==> src/rtl/cs_pkg.sv <==
`default_nettype none
// ============================================================================
//  Module      : cs_pkg
//  Description : Shared definitions for the cosine-similarity feeder and
//                wrapper: FSM state encoding, response status codes, FP32
//                exponent field location and the NaN/Inf test.
//  Revision    : 1.0 - initial release
// ============================================================================
package cs_pkg;

    typedef enum logic [2:0] {
        S_IDLE    = 3'd0,
        S_LOAD_V1 = 3'd1,
        S_LOAD_V2 = 3'd2,
        S_FLUSH   = 3'd3,
        S_START   = 3'd4,
        S_WAIT    = 3'd5,
        S_RESP    = 3'd6
    } cs_state_t;

    localparam logic [1:0] ST_OK        = 2'd0;
    localparam logic [1:0] ST_BAD_INPUT = 2'd1;
    localparam logic [1:0] ST_IP_ERROR  = 2'd2;
    localparam logic [1:0] ST_TIMEOUT   = 2'd3;

    // IEEE-754 single precision exponent field
    localparam int c_fp_exp_msb = 30;
    localparam int c_fp_exp_lsb = 23;

    // An all-ones exponent encodes either infinity or NaN
    function automatic logic is_nan_or_inf(input logic [31:0] word);
        return &word[c_fp_exp_msb:c_fp_exp_lsb];
    endfunction

endpackage
`default_nettype wire

==> src/rtl/cs_fp_screen.sv <==
`default_nettype none
// ============================================================================
//  Module      : cs_fp_screen
//  Description : Combinational FP32 screen. Flags NaN/Inf words and replaces
//                them with zero so downstream accumulation stays finite.
//  Ports       : i_word    - incoming FP32 word
//                o_word    - i_word, or zero when i_word is NaN/Inf
//                o_invalid - high when i_word is NaN/Inf
//  Revision    : 1.0 - initial release
// ============================================================================
module cs_fp_screen
    import cs_pkg::*;
#(
    parameter int D_Len = 32
) (
    input  logic [D_Len-1:0] i_word,
    output logic [D_Len-1:0] o_word,
    output logic             o_invalid
);

    logic w_invalid;

    assign w_invalid = is_nan_or_inf(i_word);
    assign o_invalid = w_invalid;
    assign o_word    = w_invalid ? '0 : i_word;

endmodule
`default_nettype wire

==> src/rtl/cs_vector_loader.sv <==
`default_nettype none
// ============================================================================
//  Module      : cs_vector_loader
//  Description : Upstream feeder for the cosine-similarity wrapper. On go it
//                pulls Ele_Num probe words then Ele_Num reference words from
//                a valid/ready stream, screens each for NaN/Inf, writes them
//                to the wrapper, pulses start, waits for done (with timeout)
//                and returns result + status on a valid/ready response port.
//  Ports       : clk, rst_n            - clock, async active-low reset
//                go, busy              - command / activity indication
//                s_valid/s_ready/s_data- input word stream
//                cs_we/cs_vct_sel/cs_data/cs_start - wrapper write/start
//                cs_done/cs_error/cs_result        - wrapper completion
//                res_valid/res_ready/res_data/res_status - response
//  Revision    : 1.0 - initial release
// ============================================================================
module cs_vector_loader
    import cs_pkg::*;
#(
    parameter int D_Len   = 32,
    parameter int Ele_Num = 128,
    parameter int TIMEOUT = 4096
) (
    input  logic             clk,
    input  logic             rst_n,
    input  logic             go,
    output logic             busy,
    input  logic             s_valid,
    input  logic [D_Len-1:0] s_data,
    output logic             s_ready,
    output logic             cs_we,
    output logic             cs_vct_sel,
    output logic [D_Len-1:0] cs_data,
    output logic             cs_start,
    input  logic             cs_done,
    input  logic             cs_error,
    input  logic [D_Len-1:0] cs_result,
    output logic             res_valid,
    input  logic             res_ready,
    output logic [D_Len-1:0] res_data,
    output logic [1:0]       res_status
);

    localparam int c_cnt_w = (Ele_Num > 1) ? $clog2(Ele_Num) : 1;
    localparam int c_tmo_w = (TIMEOUT > 1) ? $clog2(TIMEOUT) : 1;
    localparam logic [c_cnt_w-1:0] c_last_elem = c_cnt_w'(Ele_Num - 1);
    localparam logic [c_tmo_w-1:0] c_last_tmo  = c_tmo_w'(TIMEOUT - 1);

    cs_state_t          r_state;
    logic [c_cnt_w-1:0] r_elem;
    logic [c_tmo_w-1:0] r_tmo;
    logic               r_bad;
    logic               r_busy;
    logic               r_s_ready;
    logic               r_cs_we;
    logic               r_cs_vct_sel;
    logic [D_Len-1:0]   r_cs_data;
    logic               r_cs_start;
    logic               r_res_valid;
    logic [D_Len-1:0]   r_res_data;
    logic [1:0]         r_res_status;

    logic               w_hs;
    logic [D_Len-1:0]   w_scr_word;
    logic               w_scr_invalid;

    cs_fp_screen #(
        .D_Len (D_Len)
    ) u_screen (
        .i_word    (s_data),
        .o_word    (w_scr_word),
        .o_invalid (w_scr_invalid)
    );

    // s_ready is only ever high in the load states, so this is the handshake
    assign w_hs = s_valid & r_s_ready;

    always_ff @(posedge clk or negedge rst_n) begin
        if (!rst_n) begin
            r_state      <= S_IDLE;
            r_elem       <= '0;
            r_tmo        <= '0;
            r_bad        <= 1'b0;
            r_busy       <= 1'b0;
            r_s_ready    <= 1'b0;
            r_cs_we      <= 1'b0;
            r_cs_vct_sel <= 1'b0;
            r_cs_data    <= '0;
            r_cs_start   <= 1'b0;
            r_res_valid  <= 1'b0;
            r_res_data   <= '0;
            r_res_status <= ST_OK;
        end else begin
            r_cs_we    <= 1'b0;
            r_cs_start <= 1'b0;
            case (r_state)
                S_IDLE: begin
                    if (go) begin
                        r_state   <= S_LOAD_V1;
                        r_elem    <= '0;
                        r_bad     <= 1'b0;
                        r_busy    <= 1'b1;
                        r_s_ready <= 1'b1;
                    end
                end
                S_LOAD_V1, S_LOAD_V2: begin
                    if (w_hs) begin
                        // Bad words are still written (as zero) so the
                        // wrapper's write address stays in step
                        r_cs_we      <= 1'b1;
                        r_cs_data    <= w_scr_word;
                        r_cs_vct_sel <= (r_state == S_LOAD_V2);
                        r_bad        <= r_bad | w_scr_invalid;
                        if (r_elem == c_last_elem) begin
                            r_elem <= '0;
                            if (r_state == S_LOAD_V1) begin
                                r_state <= S_LOAD_V2;
                            end else begin
                                r_state   <= S_FLUSH;
                                r_s_ready <= 1'b0;
                            end
                        end else begin
                            r_elem <= r_elem + c_cnt_w'(1);
                        end
                    end
                end
                S_FLUSH: begin
                    // Last write is on the bus this cycle; start follows it
                    if (r_bad) begin
                        r_state      <= S_RESP;
                        r_res_valid  <= 1'b1;
                        r_res_status <= ST_BAD_INPUT;
                        r_res_data   <= '0;
                    end else begin
                        r_state    <= S_START;
                        r_cs_start <= 1'b1;
                    end
                end
                S_START: begin
                    r_state <= S_WAIT;
                    r_tmo   <= '0;
                end
                S_WAIT: begin
                    // Error outranks done when both arrive together
                    if (cs_error) begin
                        r_state      <= S_RESP;
                        r_res_valid  <= 1'b1;
                        r_res_status <= ST_IP_ERROR;
                        r_res_data   <= '0;
                    end else if (cs_done) begin
                        r_state      <= S_RESP;
                        r_res_valid  <= 1'b1;
                        r_res_status <= ST_OK;
                        r_res_data   <= cs_result;
                    end else if (r_tmo == c_last_tmo) begin
                        r_state      <= S_RESP;
                        r_res_valid  <= 1'b1;
                        r_res_status <= ST_TIMEOUT;
                        r_res_data   <= '0;
                    end else begin
                        r_tmo <= r_tmo + c_tmo_w'(1);
                    end
                end
                S_RESP: begin
                    if (res_ready) begin
                        r_state     <= S_IDLE;
                        r_res_valid <= 1'b0;
                        r_busy      <= 1'b0;
                    end
                end
                default: begin
                    r_state     <= S_IDLE;
                    r_busy      <= 1'b0;
                    r_s_ready   <= 1'b0;
                    r_res_valid <= 1'b0;
                end
            endcase
        end
    end

    assign busy       = r_busy;
    assign s_ready    = r_s_ready;
    assign cs_we      = r_cs_we;
    assign cs_vct_sel = r_cs_vct_sel;
    assign cs_data    = r_cs_data;
    assign cs_start   = r_cs_start;
    assign res_valid  = r_res_valid;
    assign res_data   = r_res_data;
    assign res_status = r_res_status;

endmodule
`default_nettype wire

==> config.mk <==
export PLATFORM = sky130hd
export DESIGN_NAME = cs_vector_loader
export DESIGN_NICKNAME = d
export VERILOG_FILES = /design/src/rtl/cs_pkg.sv /design/src/rtl/cs_fp_screen.sv /design/src/rtl/cs_vector_loader.sv
export SDC_FILE = /design/constraint.sdc
export NUM_CORES = 1
export LEC_CHECK = 0
export ABC_AREA = 1
export CAP_MARGIN = 20
export CORE_AREA = 2 2 144 90
export DETAILED_ROUTE_END_ITERATION = 6
export DIE_AREA = 0 0 146 92
export GPL_ROUTABILITY_DRIVEN = 0
export PLACE_DENSITY = 0.78
export SLEW_MARGIN = 20
export SYNTH_ARGS = -nofsm -noshare
export SYNTH_HDL_FRONTEND = slang
export SYNTH_HIERARCHICAL = 1
export SYNTH_SLANG_ARGS = --single-unit
==> constraint.sdc <==
create_clock -name clk -period 1.75 [get_ports clk]
set_input_delay 0.4375 -clock clk [delete_from_list [all_inputs] [get_ports clk]]
set_output_delay 0.4375 -clock clk [all_outputs]
set_load 0.03 [all_outputs]
==> results.sh, run 1 <==
export IMPL_drive_gt1_share_pct=13.4
export IMPL_syn_instance_count=580
export IMPL_io_buffers=142
export IMPL_die_x_um=146
export IMPL_required_ns=1.97
export IMPL_antenna_found_initial=0
export IMPL_cap_violations=0
export IMPL_routed_wl_mm=12.0
export IMPL_worst_pin_slew_ns=0.362
export IMPL_switchingPower_mw=4.07
export IMPL_post_place_cells=895
export IMPL_power_frac_clock_pct=19.7
export IMPL_synth_warnings=6
export IMPL_arrival_ns=1.89
export IMPL_p_seq_share_pct=34.1
export IMPL_grt_pass1_vias=4260
export IMPL_dieArea_um2=13400
export IMPL_timing_final_crit_share_pct=95.3
export IMPL_final_area_um2=6760
export IMPL_worst_path_max_fanout=11
export IMPL_row_count=32
export IMPL_setup_ws_ns=0.0819
export IMPL_netlist_area_um2=4750
export IMPL_cts_sinks=95
export IMPL_synthTopCellsByArea="dfrtp_1 (50%), nand2_1 (18%), a21oi_2 (5.5%)"
export IMPL_p_comb_share_pct=46.3
export IMPL_drtIter0Drc=182
export IMPL_synth_distinct_cells=32
export IMPL_vias_per_cell=4.66
export IMPL_p_int_mw=5.32
export IMPL_drt_wirelength_per_cell_um=13.1
export IMPL_grt_first_pass_wirelength_mm=20.8
export IMPL_detailed_place_hpwl_mm=8.72
export IMPL_path_class="register to register"
export IMPL_yosys_area_top_type="dfrtp_1"
export IMPL_fillers=1189
export IMPL_area_growth_pct=42.2
export IMPL_clk_latency_ns=0.34
export IMPL_slew_violations=0
export IMPL_ir_drop_mv=0.666
export IMPL_yosysSeqAreaShare_pct=50.0
export IMPL_cts_buffer_depth=2
export IMPL_hold_class="register to register"
export IMPL_hold_ws_ns=0.466
export IMPL_slew_headroom_pct=75.9
export IMPL_max_stage_delay_ns=0.43
export IMPL_diodes=0
export IMPL_synth_avg_cell_area_um2=8.20
export IMPL_grt_max_degree=38
export IMPL_min_period_ns=1.67
export IMPL_path_common_cell="nand2_1"
export IMPL_start_util_pct=38.5
export IMPL_antenna_left=0
export IMPL_grtUsageTotal_pct=19.0
export IMPL_cts_tree="done"
export IMPL_status="finished clean"
export IMPL_overflow=0
export IMPL_final_nets=814
export IMPL_pre_cts_slack_ns=-0.0793
export IMPL_finalHoldViolCount=0
export IMPL_io_pins=143
export IMPL_core_um2=12300
export IMPL_max_freq_mhz=599
export IMPL_clock_skew_ns=0.00868
export IMPL_pwr_density_cell_nw_per_um2=1390
export IMPL_syn_nets=653
export IMPL_drt_pass1_iterations=4
export IMPL_cpMaxStageDelayCell="dfrtp_1"
export IMPL_drcViolationCount=0
export IMPL_yosys_area_top_type_share_pct=50.0
export IMPL_vias=4269
export IMPL_clk_pin_slew_worst_paths_ns=0.07
export IMPL_worst_setup_path_start_kind="register"
export IMPL_fin_cells=916
export IMPL_setup_viol=0
export IMPL_end_kind="register"
export IMPL_path_cells="inv_1 -> nand3_2 -> clkinv_2 -> nand2_1 -> nand2_1 -> nand2_4 -> buf_4 -> nand2_1 -> o21ai_0"
export IMPL_htreeDepth=3
export IMPL_cts_buffers=9
export IMPL_placed_cell_area_um2=6500
export IMPL_p_sw_share_pct=43.3
export IMPL_total_power_mw=9.39
export IMPL_cts_root_buf="clkbuf_16"
export IMPL_synth_seq_cells=95
export IMPL_rsz0062_at_grt="true"
export IMPL_die_height_um=92
export IMPL_p_leak_nw=3.61
## final cells by class
| class | instances | area (um2) | share of cell area (%) |
|---|---|---|---|
| clock inverter | 7 | 56.3 | 0.833 |
| timing repair buffer | 174 | 1710 | 25.3 |
| multi-input combinational | 404 | 1960 | 29.0 |
| sequential | 95 | 2380 | 35.2 |
| tap | 170 | 213 | 3.15 |
| inverter | 57 | 215 | 3.18 |
| clock buffer | 9 | 225 | 3.33 |
## sequential cells by signal, indices dropped and copies added (netlist names)
name / cells
res_valid: 1
cs_data: 32
cs_we: 1
res_status: 2
r_tmo: 12
cs_start: 1
r_elem: 7
r_state: 3
busy: 1
s_ready: 1
r_bad: 1
res_data: 32
cs_vct_sel: 1
## synth_stat cells, drive strengths merged
master	instances
a21oi	40
clkbuf	4
nor3	3
clkinv	1
o21ai	15
nand4	6
nand3b	1
buf	20
dfrtp	95
and2	1
nand3	52
ha	2
o21bai	5
nand2	240
a21boi	1
or2	1
inv	56
xor2	6
nor2	31
## path summary, 6_finish.rpt
| kind | start | end | slack (ns) | cells past startpoint |
|---|---|---|---|---|
| max | r_state[1] | r_tmo[10] | 0.08 | 9 |
| min | res_data[6] | res_data[6] | 0.47 | 2 |
| max reg2reg | r_state[1] | r_tmo[10] | 0.08 | 9 |
| min reg2reg | res_data[6] | res_data[6] | 0.47 | 2 |
| max in group asynchronous | rst_n | cs_data[20] | 0.69 | 3 |
| min in group asynchronous | rst_n | res_data[27] | 0.54 | 2 |
## critical path, delay by kind of cell, from the launching register on
family / cells / cell delay [ns]
buffers and inverters: 3 / 0.50
and+or+nand+nor: 5 / 0.54
AOI/OAI and AO/OA: 1 / 0.07
DFF: 1 / 0.43
## power groups by stage
| stage | combinational [mW] | clock [mW] | sequential, mW |
|---|---|---|---|
| floorplan | 1.67 | 0 | 4.30 |
| global placement | 4.60 | 0 | 3.25 |
| detailed placement | 4.67 | 0 | 3.24 |
| CTS | 4.29 | 1.91 | 3.20 |
| global route | 4.76 | 2.02 | 3.28 |
| finish | 4.34 | 1.85 | 3.20 |
## what timing repair did
| item | CTS | global route |
|---|---|---|
| hold buffers | 1 | 0 |
| buffers inserted | 0 | 4 |
| endpoints found under the hold margin | 1 | 0 |
| resized for setup | 72 | 4 |
| setup endpoints to repair | 72 | 28 |
| pin swaps | 0 | 1 |
## routing by layer
layer / wire (um) / vias up / share of wire [%] / global-route usage, %
li1: - / 2137 / - / -
met1: 5840 / 1988 / 49 / 26.8
met2: 5060 / 140 / 42 / 28.7
met3: 1060 / 4 / 8.8 / 6.37
met4: 57 / 0 / 0.47 / 3.40
met5: 0 / - / 0 / 0
## layout by cell type, fill, tap and decap left out, types with 4 or more instances in the layout
master           instances
buf_4                   20
xor2_1                   6
dlygate4sd2_1           72
inv_1                   54
o21bai_1                 5
nand2_1                234
nand2_2                  4
buf_12                  11
clkbuf_16                9
dfrtp_1                 95
nor2_1                  26
nand4_1                  6
clkdlybuf4s50_1         69
nand3_1                 48
a21oi_1                 10
a21oi_2                 30
o21ai_0                 10
## metrics by stage
step           util, %  TNS (ns)
6_report          54.8         0
5_1_grt           54.8    -0.212
4_1_cts           54.4         0
3_5_place_dp      52.7     -1.07
3_3_place_gp      52.7    -0.203
2_1_floorplan        -         0
## cell families (layout without fill, tap and decap cells)
family | Yosys count | in the layout | share of synthesized area (%)
fa+ha+maj | 2 | 2 | 0.526
xor+xnor | 6 | 6 | 1.11
flops | 95 | 95 | 50.0
buf+inv | 81 | 247 | 9.00
compound gates | 61 | 61 | 9.27
simple gates | 335 | 335 | 30.1
Note: power is estimated with default switching activity, not from simulation.
==> inputs of run 2 (changes only) <==
--- a/config.mk
+++ b/config.mk
@@ -11,7 +11,7 @@
 export DETAILED_ROUTE_END_ITERATION = 6
 export DIE_AREA = 0 0 146 92
 export GPL_ROUTABILITY_DRIVEN = 0
-export PLACE_DENSITY = 0.78
+export PLACE_DENSITY = 0.69
 export SLEW_MARGIN = 20
 export SYNTH_ARGS = -nofsm -noshare
 export SYNTH_HDL_FRONTEND = slang
==> run 2 against run 1 <==
Compared with the run above:
- via count rose by 0.16%
- power is 0.65% higher
- critical path type unchanged
- die area did not move
- largest cell class unchanged
==> results.sh, run 2 (synthesized netlist as in run 1, its figures left out) <==
export IMPL_worst_setup_path_start_kind="register"
export IMPL_antenna_found_initial=0
export IMPL_timing_final_crit_share_pct=93.5
export IMPL_finalHoldViolCount=0
export IMPL_mostFrequentLayoutCells="nand2_1 (234), dfrtp_1 (95), dlygate4sd2_1 (72)"
export IMPL_routed_wl_mm=12.0
export IMPL_hold_class="primary input to async pin"
export IMPL_p_sw_share_pct=44.0
export IMPL_max_stage_delay_ns=0.39
export IMPL_drtIter0Drc=277
export IMPL_total_power_mw=9.45
export IMPL_end_kind="register"
export IMPL_cap_violations=0
export IMPL_path_class="register to register"
export IMPL_p_seq_share_pct=34.0
export IMPL_rsz0062_at_grt="true"
export IMPL_overflow=0
export IMPL_vias_per_cell=4.68
export IMPL_clk_pin_slew_worst_paths_ns=0.07
export IMPL_vias=4276
export IMPL_cts_root_buf="clkbuf_16"
export IMPL_drt_wirelength_per_cell_um=13.1
export IMPL_grt_pass1_vias=4079
export IMPL_reg2regPathDepth=10
export IMPL_pre_cts_slack_ns=-0.102
export IMPL_dieArea_um2=13400
export IMPL_clock_skew_ns=0.00586
export IMPL_setup_viol=0
export IMPL_path_cells="ha_1 -> inv_1 -> nor2_1 -> nand3_2 -> nand2_1 -> nand2_1 -> nand2_4 -> inv_1 -> nand2_1 -> nand2_1"
export IMPL_switchingPower_mw=4.16
export IMPL_die_height_um=92
export IMPL_arrival_ns=1.87
export IMPL_postCtsHoldBufs=0
export IMPL_pwr_density_cell_nw_per_um2=1410
export IMPL_reg2reg_slack_ns=0.11
export IMPL_grt_first_pass_wirelength_mm=19.8
export IMPL_drive_gt1_share_pct=13.4
export IMPL_max_freq_mhz=611
export IMPL_diodes=0
export IMPL_core_um2=12300
export IMPL_antenna_left=0
export IMPL_start_util_pct=38.5
export IMPL_row_count=32
export IMPL_die_x_um=146
export IMPL_detailed_place_hpwl_mm=8.38
export IMPL_path_common_cell="nand2_1"
export IMPL_slew_headroom_pct=63.5
export IMPL_drcViolationCount=0
export IMPL_slew_violations=0
export IMPL_cts_buffers=9
export IMPL_grtUsageTotal_pct=18.1
export IMPL_status="finished clean"
export IMPL_io_pins=143
export IMPL_layout_commonest_cell="nand2_1"
export IMPL_setup_ws_ns=0.114
export IMPL_grt_max_degree=96
export IMPL_required_ns=1.98
export IMPL_cts_tree="done"
export IMPL_cts_sinks=95
export IMPL_htreeDepth=3
export IMPL_drt_pass1_iterations=5
export IMPL_p_leak_nw=3.59
export IMPL_worst_pin_slew_ns=0.548
export IMPL_area_growth_pct=40.9
export IMPL_power_frac_clock_pct=20.3
export IMPL_min_period_ns=1.64
export IMPL_p_comb_share_pct=45.7
export IMPL_final_nets=812
export IMPL_cpMaxStageDelayCell="dfrtp_1"
export IMPL_crit_cells=10
export IMPL_cts_buffer_depth=2
export IMPL_ir_drop_mv=0.840
export IMPL_clk_latency_ns=0.34
export IMPL_io_buffers=142
export IMPL_p_int_mw=5.29
export IMPL_worst_path_max_fanout=9
export IMPL_path_delay_family="simple AND/OR/NAND/NOR gates"
export IMPL_crit_buf_inv=2
-- run 2: changes by cell type in the layout (fill, tap and decap cells not counted), sizes merged --
cell,before,now
dlygate4sd3,1,0
clkinvlp,3,2
nand2,240,241
buf,32,30
inv,58,60
clkinv,3,2
-- run 2: final cells by class --
cell class,instances,area (um2)
multi-input combinational,405,1980
clock buffer,9,225
inverter,57,215
fill,1152,5630
sequential,95,2380
timing repair buffer,171,1630
clock inverter,7,63.8
tap,170,213
-- run 2: repair_timing --
item                                    4_1_cts  5_1_grt
endpoints found under the setup margin       72       17
buffers inserted                              0        2
resized for setup                            72        7
gates cloned                                  0        1
pin swaps                                     0        1
-- run 2: path summary, 6_finish.rpt --
check                             start           end
setup / recovery               r_tmo[0]      r_tmo[3]
hold / removal                    rst_n   res_data[0]
setup reg to reg               r_tmo[0]      r_tmo[3]
hold reg to reg            res_data[23]  res_data[23]
max in group asynchronous         rst_n    r_state[0]
min in group clk           res_data[23]  res_data[23]
-- run 2: worst register-to-register path: cells and delay by family (launching register included) --
kind | cells | cell delay, ns
adder cells (fa/ha/maj) | 1 | 0.21
AND/OR/NAND/NOR | 7 | 0.78
flip-flops | 1 | 0.39
buffers and inverters | 2 | 0.15
-- run 2: per-layer routing --
layer | share of wire [%] | track usage (%)
met1 | 49 | 25.2
met2 | 42 | 27.7
met3 | 8.5 | 5.92
met4 | 0.97 | 3.88
met5 | 0 | 0
-- run 2: per-stage QoR --
stage | instance area, um2 | hold WS [ns] | TNS (ns) | util [%] | instances
2_1_floorplan | 4750 | 0.142 | 0 | - | 580
3_3_place_gp | 6450 | 0.449 | -0.621 | 52.3 | 895
3_5_place_dp | 6450 | 0.459 | -0.732 | 52.3 | 895
4_1_cts | 6650 | 0.165 | 0 | 53.9 | 911
5_1_grt | 6700 | 0.185 | -0.0977 | 54.3 | 914
6_report | 6700 | 0.0955 | 0 | 54.3 | 914
-- run 2: power groups by stage --
stage	sequential, mW	combinational (mW)	clock (mW)
after floorplan	4.30	1.67	0
after global routing	3.30	4.69	2.08
after CTS	3.21	4.26	1.98
after global placement	3.25	4.55	0
after detailed placement	3.24	4.64	0
final	3.22	4.32	1.92
